--- src/rtl/display_arbiter.sv ---
// display_arbiter: fixed-priority sharing of a two-digit display with min-hold preemption and timed flash overlays.
// Define DISP_ARB_BLINK_EN to blink the digits while a flash overlay is shown.
module display_arbiter #(
    parameter int NUM_REQ     = 4,
    parameter int MIN_HOLD    = 500,
    parameter int FLASH_TICKS = 1000,
    parameter int BLINK_TICKS = 250
) (
    input  logic                 clk,
    input  logic                 reset,
    input  logic                 tick,
    input  logic [NUM_REQ-1:0]   req,
    input  logic [7*NUM_REQ-1:0] req_val,
    input  logic [NUM_REQ-1:0]   flash,
    output logic [6:0]           disp_value,
    output logic                 disp_on,
    output logic [NUM_REQ-1:0]   grant,
    output logic                 in_flash
);
    localparam int IW = $clog2(NUM_REQ);
    localparam int HW = $clog2(MIN_HOLD + 2);
    localparam int FW = $clog2(FLASH_TICKS + 1);

    typedef enum logic [1:0] {IDLE, OWN, FLASH} state_t;

    state_t             state, state_n;
    logic [IW-1:0]      owner, owner_n, src, src_n, hi, pa_top, rq_top;
    logic [HW-1:0]      hold_cnt, hold_n;
    logic [FW-1:0]      flash_cnt, flash_n;
    logic [NUM_REQ-1:0] pending, pend_n, pend_all, above;
    logic [6:0]         val_n;
    logic               on_n, sel, restart, hold_max, expire;

    function automatic logic [IW-1:0] top(input logic [NUM_REQ-1:0] v);
        top = '0;
        for (int i = 0; i < NUM_REQ; i++)
            if (v[i]) top = IW'(i);
    endfunction

    function automatic logic [NUM_REQ-1:0] onehot(input logic [IW-1:0] i);
        return NUM_REQ'(1) << i;
    endfunction

    function automatic logic [6:0] sat(input logic [6:0] v);
        return v > 7'd99 ? 7'd99 : v;
    endfunction

    assign pend_all = pending | flash;
    assign hi       = top(flash);
    assign pa_top   = top(pend_all);
    assign rq_top   = top(req);
    assign above    = ~((NUM_REQ'(2) << owner) - NUM_REQ'(1));
    assign hold_max = hold_cnt == HW'(MIN_HOLD);
    assign expire   = tick && flash_cnt == FW'(FLASH_TICKS - 1);

`ifdef DISP_ARB_BLINK_EN
    localparam int BW = $clog2(BLINK_TICKS + 1);
    logic [BW-1:0] blink_cnt, blink_n;
    logic          keep, toggle;
    assign keep   = state == FLASH && !sel && !restart;
    assign toggle = tick && blink_cnt == BW'(BLINK_TICKS - 1);
    assign blink_n = !keep ? '0 : toggle ? '0 : blink_cnt + BW'(tick);
    assign on_n   = keep ? disp_on ^ toggle : state_n != IDLE;
    always_ff @(posedge clk)
        blink_cnt <= reset ? '0 : blink_n;
`else
    assign on_n = state_n != IDLE;
`endif

    always_comb begin
        state_n = state;
        owner_n = owner;
        src_n   = src;
        hold_n  = hold_cnt;
        flash_n = flash_cnt;
        pend_n  = pending;
        val_n   = disp_value;
        restart = 1'b0;
        sel     = 1'b1;
        if (state == OWN) begin
            sel    = flash != '0 || !req[owner] || ((req & above) != '0 && hold_max);
            hold_n = (tick && !hold_max) ? hold_cnt + HW'(1) : hold_cnt;
            val_n  = sat(req_val[7*owner +: 7]);
        end else if (state == FLASH) begin
            // an equal-or-higher pulse restarts the overlay; lower ones wait in pending
            restart = flash != '0 && hi >= src;
            sel     = expire;
            pend_n  = pending | (flash & ~(restart ? onehot(hi) : {NUM_REQ{1'b0}}));
            src_n   = restart ? hi : src;
            flash_n = restart ? '0 : flash_cnt + FW'(tick);
            val_n   = restart ? sat(req_val[7*hi +: 7]) : disp_value;
        end
        if (sel) begin
            if (pend_all != '0) begin
                state_n = FLASH;
                src_n   = pa_top;
                pend_n  = pend_all & ~onehot(pa_top);
                flash_n = '0;
                val_n   = sat(req_val[7*pa_top +: 7]);
            end else if (req != '0) begin
                state_n = OWN;
                owner_n = rq_top;
                hold_n  = '0;
                pend_n  = '0;
                val_n   = sat(req_val[7*rq_top +: 7]);
            end else begin
                state_n = IDLE;
                pend_n  = '0;
                val_n   = '0;
            end
        end
    end

    always_ff @(posedge clk) begin
        if (reset) begin
            state      <= IDLE;
            owner      <= '0;
            src        <= '0;
            hold_cnt   <= '0;
            flash_cnt  <= '0;
            pending    <= '0;
            disp_value <= '0;
            disp_on    <= 1'b0;
            grant      <= '0;
            in_flash   <= 1'b0;
        end else begin
            state      <= state_n;
            owner      <= owner_n;
            src        <= src_n;
            hold_cnt   <= hold_n;
            flash_cnt  <= flash_n;
            pending    <= pend_n;
            disp_value <= val_n;
            disp_on    <= on_n;
            grant      <= state_n == OWN ? onehot(owner_n) : '0;
            in_flash   <= state_n == FLASH;
        end
    end
endmodule

--- config.mk ---
export PLATFORM = sky130hd
export DESIGN_NAME = display_arbiter
export DESIGN_NICKNAME = d
export VERILOG_FILES = /design/src/rtl/display_arbiter.sv
export SDC_FILE = /design/constraint.sdc
export NUM_CORES = 1
export LEC_CHECK = 0
export BUFFER_PORTS_ARGS = -buffer_cell sky130_fd_sc_hd__clkbuf_2
export CAP_MARGIN = 20
export CORE_MARGIN = 4
export CORE_UTILIZATION = 55
export CTS_BUF_LIST = sky130_fd_sc_hd__clkbuf_16
export CTS_CLUSTER_DIAMETER = 40
export DETAILED_ROUTE_END_ITERATION = 7
export HOLD_SLACK_MARGIN = 0.1
export PLACE_DENSITY = 0.85
export SLEW_MARGIN = 10
export SYNTH_ARGS = -nofsm -noshare
export SYNTH_HDL_FRONTEND = slang
export SYNTH_SLANG_ARGS = --single-unit
--- constraint.sdc ---
create_clock -name clk -period 3.4 [get_ports clk]
set_clock_uncertainty 0.1 [all_clocks]
set_input_delay 0.34 -clock clk [delete_from_list [all_inputs] [get_ports clk]]
set_output_delay 0.34 -clock clk [all_outputs]
set_load 0.01 [all_outputs]
After elaboration in Yosys (flattened, before gate mapping). Cells that the tools add are included. Widths: inputs -> output; s select.

Add/subtract/negate cells: 3. Multipliers: 4. Magnitude comparators: 6. Equal/unequal tests: 7. Shift-type cells: 8. Mux-type cells: 49. Bitwise gates (word level): 9. Reductions and logical operators: 19.

Operators by type and width (number): $shiftx 28x6->7 (4); $mux 7 (10); $mux 10 (5); $mux 9 (5); $mux 2 (16); $gt 7x7->1 const B (4); $mul 3x2->5 const A (4); $mux 4 (5); $reduce_bool 4->1 (4); $and 4x4->4 (3); $not 4->4 (3); $shl 1x2->4 const A (3); $add 10x1->10 (1); $eq 10x10->1 const B (1); $add 9x1->9 const B (1); $eq 9x9->1 const B (1); $or 4x4->4 (2); $mux 1 (7); $reduce_bool 3->1 (2); $eq 2x1->1 const B (2); $eq 2x2->1 const B (2); $logic_and 1x1->1 (4); $reduce_and 2->1 (2); $reduce_bool 2->1 (2); other kinds (10) (12).

Bits in registers: 42. Bits of input ports: 39. Output and inout port bits: 13. Word-level logic and storage cells: 115.

Depth between registers and ports, before layout. Gate-level depths: netlist of run 1.

Word-level depth: 12. Gate-level depth with buffers: 11. Gate-level depth less buffers: 10.

Worst setup path after synthesis of run 1. Ideal clock, no wire load.

Path type: input to register. From: in flash[2]. To: reg flash_cnt[2]. Library setup time: 0.064 ns. Arrival time: 2.312 ns. Required time: 3.236 ns. Slack: 0.924 ns. Stages: 11. Buffers on the path: 2. Path through: buf_2 inv_1 a21oi_1 ha_1 nand2b_1 a21oi_1 or2_2 nor2_1 or3_1 buf_2 nor2_1.

Cells in the longest elaborated chain, start to end: 9. Elaborated cells on any way between the ends: 15. Classes of those cells: order compare: 1; mux: 8; bitwise: 1; reduce/logical: 5.

RTL lines: from (decl) (RTL line 14) `input logic [NUM_REQ-1:0] flash,`; $mux 2 (2 in series) (RTL line 37) `if (v[i]) top = IW'(i);`; $ge 2x2->1 (RTL line 86) `restart = flash != '0 && hi >= src;`; $logic_and 1x1->1 (RTL line 86); $mux 10 (RTL line 90) `flash_n = restart ? '0 : flash_cnt + FW'(tick);`; $mux 10 (RTL line 84) `end else if (state == FLASH) begin`; $mux 10 (RTL line 80) `if (state == OWN) begin`; $mux 10 (RTL line 94) `if (pend_all != '0) begin`; $mux 10 * (RTL line 93) `if (sel) begin`; to (signal assigned) (RTL line 131) `flash_cnt <= flash_n;`; to (decl) (RTL line 29) `logic [FW-1:0] flash_cnt, flash_n;`.

Every way passes the cells marked *; elsewhere a longest branch is shown, timed or not. A chain may end at the register's enable or synchronous reset.

Worst setup path in the final report of run 1.
From: reg hold_cnt[0]. To: reg disp_value[6].

Cells in the longest elaborated chain, start to end: 6. Elaborated cells on any way between the ends: 8. Classes of those cells: eq/ne: 1; mux: 2; reduce/logical: 5.

RTL lines: from (decl) (RTL line 28) `logic [HW-1:0] hold_cnt, hold_n;`; from (signal assigned) (RTL line 130) `hold_cnt <= hold_n;`; $eq 9x9->1 * (RTL line 53) `assign hold_max = hold_cnt == HW'(MIN_HOLD);`; $logic_and 1x1->1 * (RTL line 81) `sel = flash != '0 || !req[owner] || ((req & above) != '0 && hold_max);`; $logic_or 1x1->1 * (RTL line 81); $mux 1 * (RTL line 80); $reduce_bool 3->1 (no line); $reduce_and 2->1 (no line); to (signal assigned) (RTL line 133) `disp_value <= val_n;`; to (decl) (RTL line 15) `output logic [6:0] disp_value,`.

Marks and branches as above.

==> results.json, run 1 <==
{
  "status": "finished clean",
  "dp_hpwl_um": 7350,
  "boundaryPins": 52,
  "ir_worst_vdd_v": 0.000226,
  "place_inst": 493,
  "cpMaxStageDelayCell": "or4_1",
  "grt_antenna_before_repair": 0,
  "grt_pass1_vias": 3155,
  "worst_pin_slew_ns": 0.817,
  "required_ns": 3.49,
  "crit_type": "reg -> reg",
  "portBuffers": 51,
  "stdcell_count": 501,
  "synth_area_per_cell_um2": 8.27,
  "start_util": 0.570,
  "die-area_mm2": 0.00702,
  "netlist_area_mm2": 0.00316,
  "fmax_mhz": 363,
  "synth_ff_type": "dfxtp_1",
  "fin_nets": 473,
  "ctsHoldBuffers": 0,
  "rsz0062_at_grt": "false",
  "synth-async-reset-ratio": 0,
  "fp.dieW_um": 83.8,
  "antenna_cells": 0,
  "synthToLayoutAreaGrowth_pct": 13.3,
  "cts_sinks": 42,
  "cts-htree-levels": 2,
  "ant_nets": 0,
  "routedWlPerCell_um": 19.4,
  "vias": 3299,
  "drc_errors": 0,
  "synthCells": 382,
  "fin_util": 0.646,
  "numCtsBuffers": 5,
  "ys_seq_area_frac": 0.266,
  "worstSkewPairLatency_ns": 0.29,
  "grt_usage": 0.279,
  "slew_viol_final": 0,
  "maxSlewHeadroom": 0.450,
  "reg2reg_depth": 9,
  "post_cts_buffers": 0,
  "ctsLongestPathBuffers": 2,
  "synth.net_count": 427,
  "ys_types": 66,
  "gp_congestion": 1.00,
  "synth-warning-count": 0,
  "finalCritPeriodShare": 0.809,
  "cts_tree": "yes",
  "worstSetupStartpointType": "flip-flop",
  "synth.ff_latch_count": 42,
  "drive_gt1_frac": 0.214,
  "setup_viol": 0,
  "core_mm2": 0.00554,
  "grt_pass1_wl_um": 15900,
  "wl_um": 9700,
  "firstDrtPassIters": 5,
  "worstPathCellList": "inv_1 -> ha_1 -> inv_1 -> or4_1 -> o21bai_4 -> a21oi_4 -> nand3_4 -> a21o_1 -> a311oi_1",
  "grt_max_degree": 24,
  "hold_class": "in -> reg",
  "crit_top_cell": "inv_1",
  "timing.final.hold_violations": 0,
  "end_kind": "flip-flop",
  "clock-root-buffer": "clkbuf_16",
  "vias_per_cell": 6.58,
  "tns_ns": 0,
  "synth-edff-count": 0,
  "final.min_clock_period_ns": 2.75,
  "cts_resized": 0,
  "worstPathArrival_ns": 2.84,
  "whs_path_depth": 3,
  "powerDensity_mw_per_mm2": 392,
  "max_stage_delay_ns": 0.55,
  "gr-total-overflow": 0,
  "num_rows": 27,
  "die_h_um": 83.8,
  "crit_fanout": 19,
  "path_clk_slew_ns": 0.07,
  "p_leak_nw": 1.46,
  "first_iter_violations": 392,
  "drv_cap": 0
}
cell type report:
type	count	area, µm²
clock buffer	5	125
clock inverter	3	43.8
fill	496	1960
inverter	11	41.3
multi-input combinational	311	2140
sequential	42	841
tap	72	90.1
timing repair buffer	57	300
worst max-delay path, delay by kind of cell (launching register included):
family | cells | cell delay [ns]
compound gates | 4 | 1.21
fa+ha+maj | 1 | 0.13
buf+inv | 2 | 0.11
flops | 1 | 0.36
simple gates | 2 | 0.73
layer usage:
layer | global-route usage | part of all wire
met2 | 0.448 | 0.46
met4 | 0.133 | 0.042
met3 | 0.0592 | 0.11
met5 | 0 | 0
met1 | 0.356 | 0.39
kinds of logic (layout without fill, tap and decap cells):
logic type                 count (synthesis)  count (layout)  share of synthesized area
and+or+nand+nor                          163             163                      0.268
AOI/OAI and AO/OA                        103             103                      0.228
DFF                                       42              42                      0.266
buffers and inverters                     29              76                     0.0574
muxes                                     26              26                      0.121
xor gates and xnor gates                  13              13                     0.0360
adders and majority gates                  6               6                     0.0238
cell usage in the layout (no fill, tap or decap), types with 3 or more instances in the layout:
cell,count
nand2b_1,8
a31oi_1,6
nor2b_1,3
a311oi_1,7
clkbuf_2,51
nand3_1,8
o22ai_1,5
o21ai_0,14
o211ai_1,7
a221o_1,3
or2_2,5
and3_1,7
a21oi_1,26
clkbuf_16,5
xnor2_1,4
nand2_1,33
o21bai_1,3
nand4_1,11
a211oi_1,4
nor2_1,52
mux2_2,3
mux2i_1,15
inv_1,10
xor2_1,9
mux4_1,5
mux4_2,3
buf_4,6
or3_1,4
or4_1,3
nor3_1,13
a21o_1,4
dfxtp_1,42
ha_1,6
o221ai_1,4
Yosys cell counts (3+ instances only):
| master | instances | area share |
|---|---|---|
| inv_1 | 10 | 0.012 |
| nor2b_1 | 3 | 0.0059 |
| or3_1 | 4 | 0.0079 |
| nand3_1 | 8 | 0.013 |
| and3_1 | 7 | 0.014 |
| xnor2_1 | 4 | 0.011 |
| mux4_2 | 3 | 0.021 |
| mux2_2 | 3 | 0.011 |
| a211oi_1 | 4 | 0.0095 |
| a221o_1 | 3 | 0.0095 |
| or2_2 | 5 | 0.0099 |
| o22ai_1 | 5 | 0.0099 |
| a31oi_1 | 6 | 0.012 |
| nand2b_1 | 8 | 0.016 |
| nand4_1 | 11 | 0.022 |
| a311oi_1 | 7 | 0.019 |
| dfxtp_1 | 42 | 0.27 |
| mux4_1 | 5 | 0.042 |
| o21bai_1 | 3 | 0.0071 |
| buf_2 | 4 | 0.0063 |
| nand2_1 | 33 | 0.039 |
| clkbuf_8 | 3 | 0.013 |
| clkbuf_1 | 5 | 0.0059 |
| o221ai_1 | 4 | 0.011 |
| xor2_1 | 9 | 0.025 |
| ha_1 | 6 | 0.024 |
| o211ai_1 | 7 | 0.017 |
| a21o_1 | 4 | 0.0095 |
| mux2i_1 | 15 | 0.048 |
| nor3_1 | 13 | 0.021 |
| o21ai_0 | 14 | 0.022 |
| a21oi_1 | 26 | 0.041 |
| nor2_1 | 52 | 0.062 |
| buf_6 | 4 | 0.014 |
| or4_1 | 3 | 0.0071 |
worst paths after layout:
kind          startpoint       endpoint  slack (ns)
max          hold_cnt[0]  disp_value[6]        0.65
min reg2reg  hold_cnt[7]    hold_cnt[7]        0.40
max reg2reg  hold_cnt[0]  disp_value[6]        0.65
min             flash[0]     pending[0]        0.33
flip-flops by register name (all words and copies together) (netlist names):
signal / cells
pending: 4
flash_cnt: 10
hold_cnt: 9
state: 2
in_flash: 1
owner: 2
grant: 4
disp_on: 1
disp_value: 7
src: 2
power by group:
group | internal [mW] | total [mW] | switching (mW)
logic | 0.120 | 0.316 | 0.197
registers | 0.514 | 0.531 | 0.0168
clock network | 0.348 | 0.556 | 0.208
stage by stage:
step / hold slack [ns] / cell area, µm² / power, mW / setup WS [ns]
after floorplan: 0.333 / 3160 / 0.739 / 0.924
after CTS: 0.332 / 3580 / 1.40 / 0.702
after global routing: 0.347 / 3580 / 1.46 / 0.507
after detailed placement: 0.387 / 3410 / 0.845 / 0.523
final: 0.333 / 3580 / 1.40 / 0.649
after global placement: 0.377 / 3410 / 0.844 / 0.602
(Power assumes the default switching activity.)
==> run 2, diff against run 1 <==
--- a/config.mk
+++ b/config.mk
@@ -8,12 +8,12 @@
 export BUFFER_PORTS_ARGS = -buffer_cell sky130_fd_sc_hd__clkbuf_2
 export CAP_MARGIN = 20
 export CORE_MARGIN = 4
-export CORE_UTILIZATION = 55
+export CORE_UTILIZATION = 52
 export CTS_BUF_LIST = sky130_fd_sc_hd__clkbuf_16
 export CTS_CLUSTER_DIAMETER = 40
 export DETAILED_ROUTE_END_ITERATION = 7
 export HOLD_SLACK_MARGIN = 0.1
-export PLACE_DENSITY = 0.85
+export PLACE_DENSITY = 0.84
 export SLEW_MARGIN = 10
 export SYNTH_ARGS = -nofsm -noshare
 export SYNTH_HDL_FRONTEND = slang
==> constraint.sdc (replaced) <==
create_clock -name clk -period 2.4 [get_ports clk]
set_clock_uncertainty 0.1 [all_clocks]
set_input_delay 0.24 -clock clk [delete_from_list [all_inputs] [get_ports clk]]
set_output_delay 0.24 -clock clk [all_outputs]
set_load 0.01 [all_outputs]
==> run 2 against run 1 <==
Net effect:
- first-iteration DRC count increased by 3.6%
- sequential power is 42% higher
- clock power grew 40%
- critical endpoint is now disp_value[5]
==> results.json, run 2 (same netlist as run 1, synthesis figures left out) <==
{
  "status": "finished clean",
  "crit_path_start": "hold_cnt[1]",
  "numCtsBuffers": 5,
  "finalCritPeriodShare": 0.989,
  "dp_hpwl_um": 8070,
  "cts_tree": "yes",
  "largest_reg_flops": 10,
  "fin_nets": 510,
  "routedWlPerCell_um": 19.6,
  "cpMaxStageDelayCell": "or4_4",
  "start_util": 0.534,
  "grt_usage": 0.287,
  "ir_worst_vdd_v": 0.000331,
  "gp_congestion": 1.01,
  "reg2reg_depth": 9,
  "ctsHoldBuffers": 0,
  "worstPathCellList": "inv_2 -> ha_4 -> inv_1 -> or4_4 -> o21bai_4 -> a21oi_4 -> buf_6 -> a31oi_1 -> a311oi_1",
  "maxSlewHeadroom": 0.618,
  "vias_per_cell": 6.56,
  "die-area_mm2": 0.00739,
  "firstDrtPassIters": 5,
  "end_kind": "flip-flop",
  "antenna_cells": 0,
  "slew_viol_final": 0,
  "clock-root-buffer": "clkbuf_16",
  "final.min_clock_period_ns": 2.37,
  "fp.dieW_um": 86.0,
  "worstSetupStartpointType": "flip-flop",
  "setup.worst_path.end": "disp_value[5]",
  "rsz0062_at_grt": "true",
  "final_common_cell": "nor2_1",
  "drv_cap": 0,
  "setup_viol": 0,
  "tns_ns": 0,
  "p_leak_nw": 1.66,
  "wl_um": 10600,
  "die_h_um": 86.0,
  "max_stage_delay_ns": 0.50,
  "worstSkewPairLatency_ns": 0.29,
  "portBuffers": 51,
  "num_rows": 28,
  "cts-htree-levels": 2,
  "top_register": "flash_cnt",
  "ant_nets": 0,
  "fill_cells": 469,
  "crit_type": "reg -> reg",
  "grt_pass1_wl_um": 16600,
  "dpl_worst_slack_ns": 0.000399,
  "largestRegisters": "flash_cnt: 10 flops, hold_cnt: 9 flops, disp_value: 7 flops",
  "postPlaceCellArea_mm2": 0.00367,
  "finalPower_mw": 2.06,
  "core_mm2": 0.00592,
  "first_iter_violations": 406,
  "stdcell_count": 541,
  "holdWs_ns": 0.210,
  "grt_max_degree": 24,
  "post-route-cell-area_mm2": 0.00393,
  "gr-total-overflow": 0,
  "r2r_end": "disp_value[5]",
  "grt_antenna_before_repair": 0,
  "reg2reg_slack_ns": 0.03,
  "fmax_mhz": 421,
  "worstPathArrival_ns": 2.45,
  "crit_fanout": 7,
  "cts_sinks": 42,
  "setup_ws_ns": 0.0272,
  "path_clk_slew_ns": 0.07,
  "grt_pass1_vias": 3278,
  "synthToLayoutAreaGrowth_pct": 24.3,
  "hold_class": "in -> reg",
  "required_ns": 2.48,
  "worst_pin_slew_ns": 0.573,
  "reg2reg_from": "hold_cnt[1]",
  "drc_errors": 0,
  "powerDensity_mw_per_mm2": 523,
  "place_inst": 530,
  "vias": 3547,
  "ctsLongestPathBuffers": 2,
  "drive_gt1_frac": 0.309,
  "fin_util": 0.664,
  "boundaryPins": 52,
  "timing.final.hold_violations": 0,
  "layout_common_cells": "nor2_1 (52), clkbuf_2 (51), buf_4 (41), dfxtp_1 (39), nand2_1 (33)"
}
[run 2: cell count changes in the layout (fill, tap and decap cells not counted), sizes merged]
cell and delta:
buf +37
[run 2: timing repair]
action / CTS / global route
gates resized for setup: 1 / 17
hold endpoints to repair: 0 / 0
buffers inserted: 1 / 2
pin swaps: 1 / 4
setup endpoints to repair: 6 / 23
[run 2: area by class of cell]
cell class | instances | area, µm² | area share
Clock buffer | 5 | 125 | 0.0318
Multi-Input combinational cell | 311 | 2190 | 0.559
Timing Repair Buffer | 94 | 586 | 0.149
Tap cell | 75 | 93.8 | 0.0239
Sequential cell | 42 | 845 | 0.215
Clock inverter | 3 | 43.8 | 0.0111
Inverter | 11 | 41.3 | 0.0105
[run 2: worst max-delay path, delay by kind of cell, from the launching register on]
| family | cells | cell delay [ns] |
|---|---|---|
| adders and majority gates | 1 | 0.13 |
| AOI/OAI and AO/OA | 4 | 0.93 |
| and+or+nand+nor | 1 | 0.50 |
| buffers and inverters | 3 | 0.28 |
| DFF | 1 | 0.32 |
[run 2: how the worst min path moves through the flow]
stage | startpoint | end | slack, ns | depth (start not counted)
2_1_floorplan | reset | state[0] | 0.23 | 1
3_3_place_gp | hold_cnt[7] | hold_cnt[7] | 0.37 | 2
3_5_place_dp | hold_cnt[7] | hold_cnt[7] | 0.39 | 2
4_1_cts | flash[3] | pending[3] | 0.21 | 3
5_1_grt | flash[3] | pending[3] | 0.25 | 3
6_report | flash[3] | pending[3] | 0.21 | 3
[run 2: power breakdown]
| group | leakage [nW] | total, mW | switching, mW | internal [mW] |
|---|---|---|---|---|
| Clock | 0.0842 | 0.781 | 0.288 | 0.492 |
| Sequential | 0.344 | 0.754 | 0.0257 | 0.728 |
| Combinational | 1.23 | 0.522 | 0.301 | 0.221 |
[run 2: layer usage]
| metal | share of wire | GRT usage |
|---|---|---|
| met5 | 0 | 0 |
| met4 | 0.039 | 0.129 |
| met3 | 0.11 | 0.0461 |
| met2 | 0.47 | 0.477 |
| met1 | 0.38 | 0.363 |
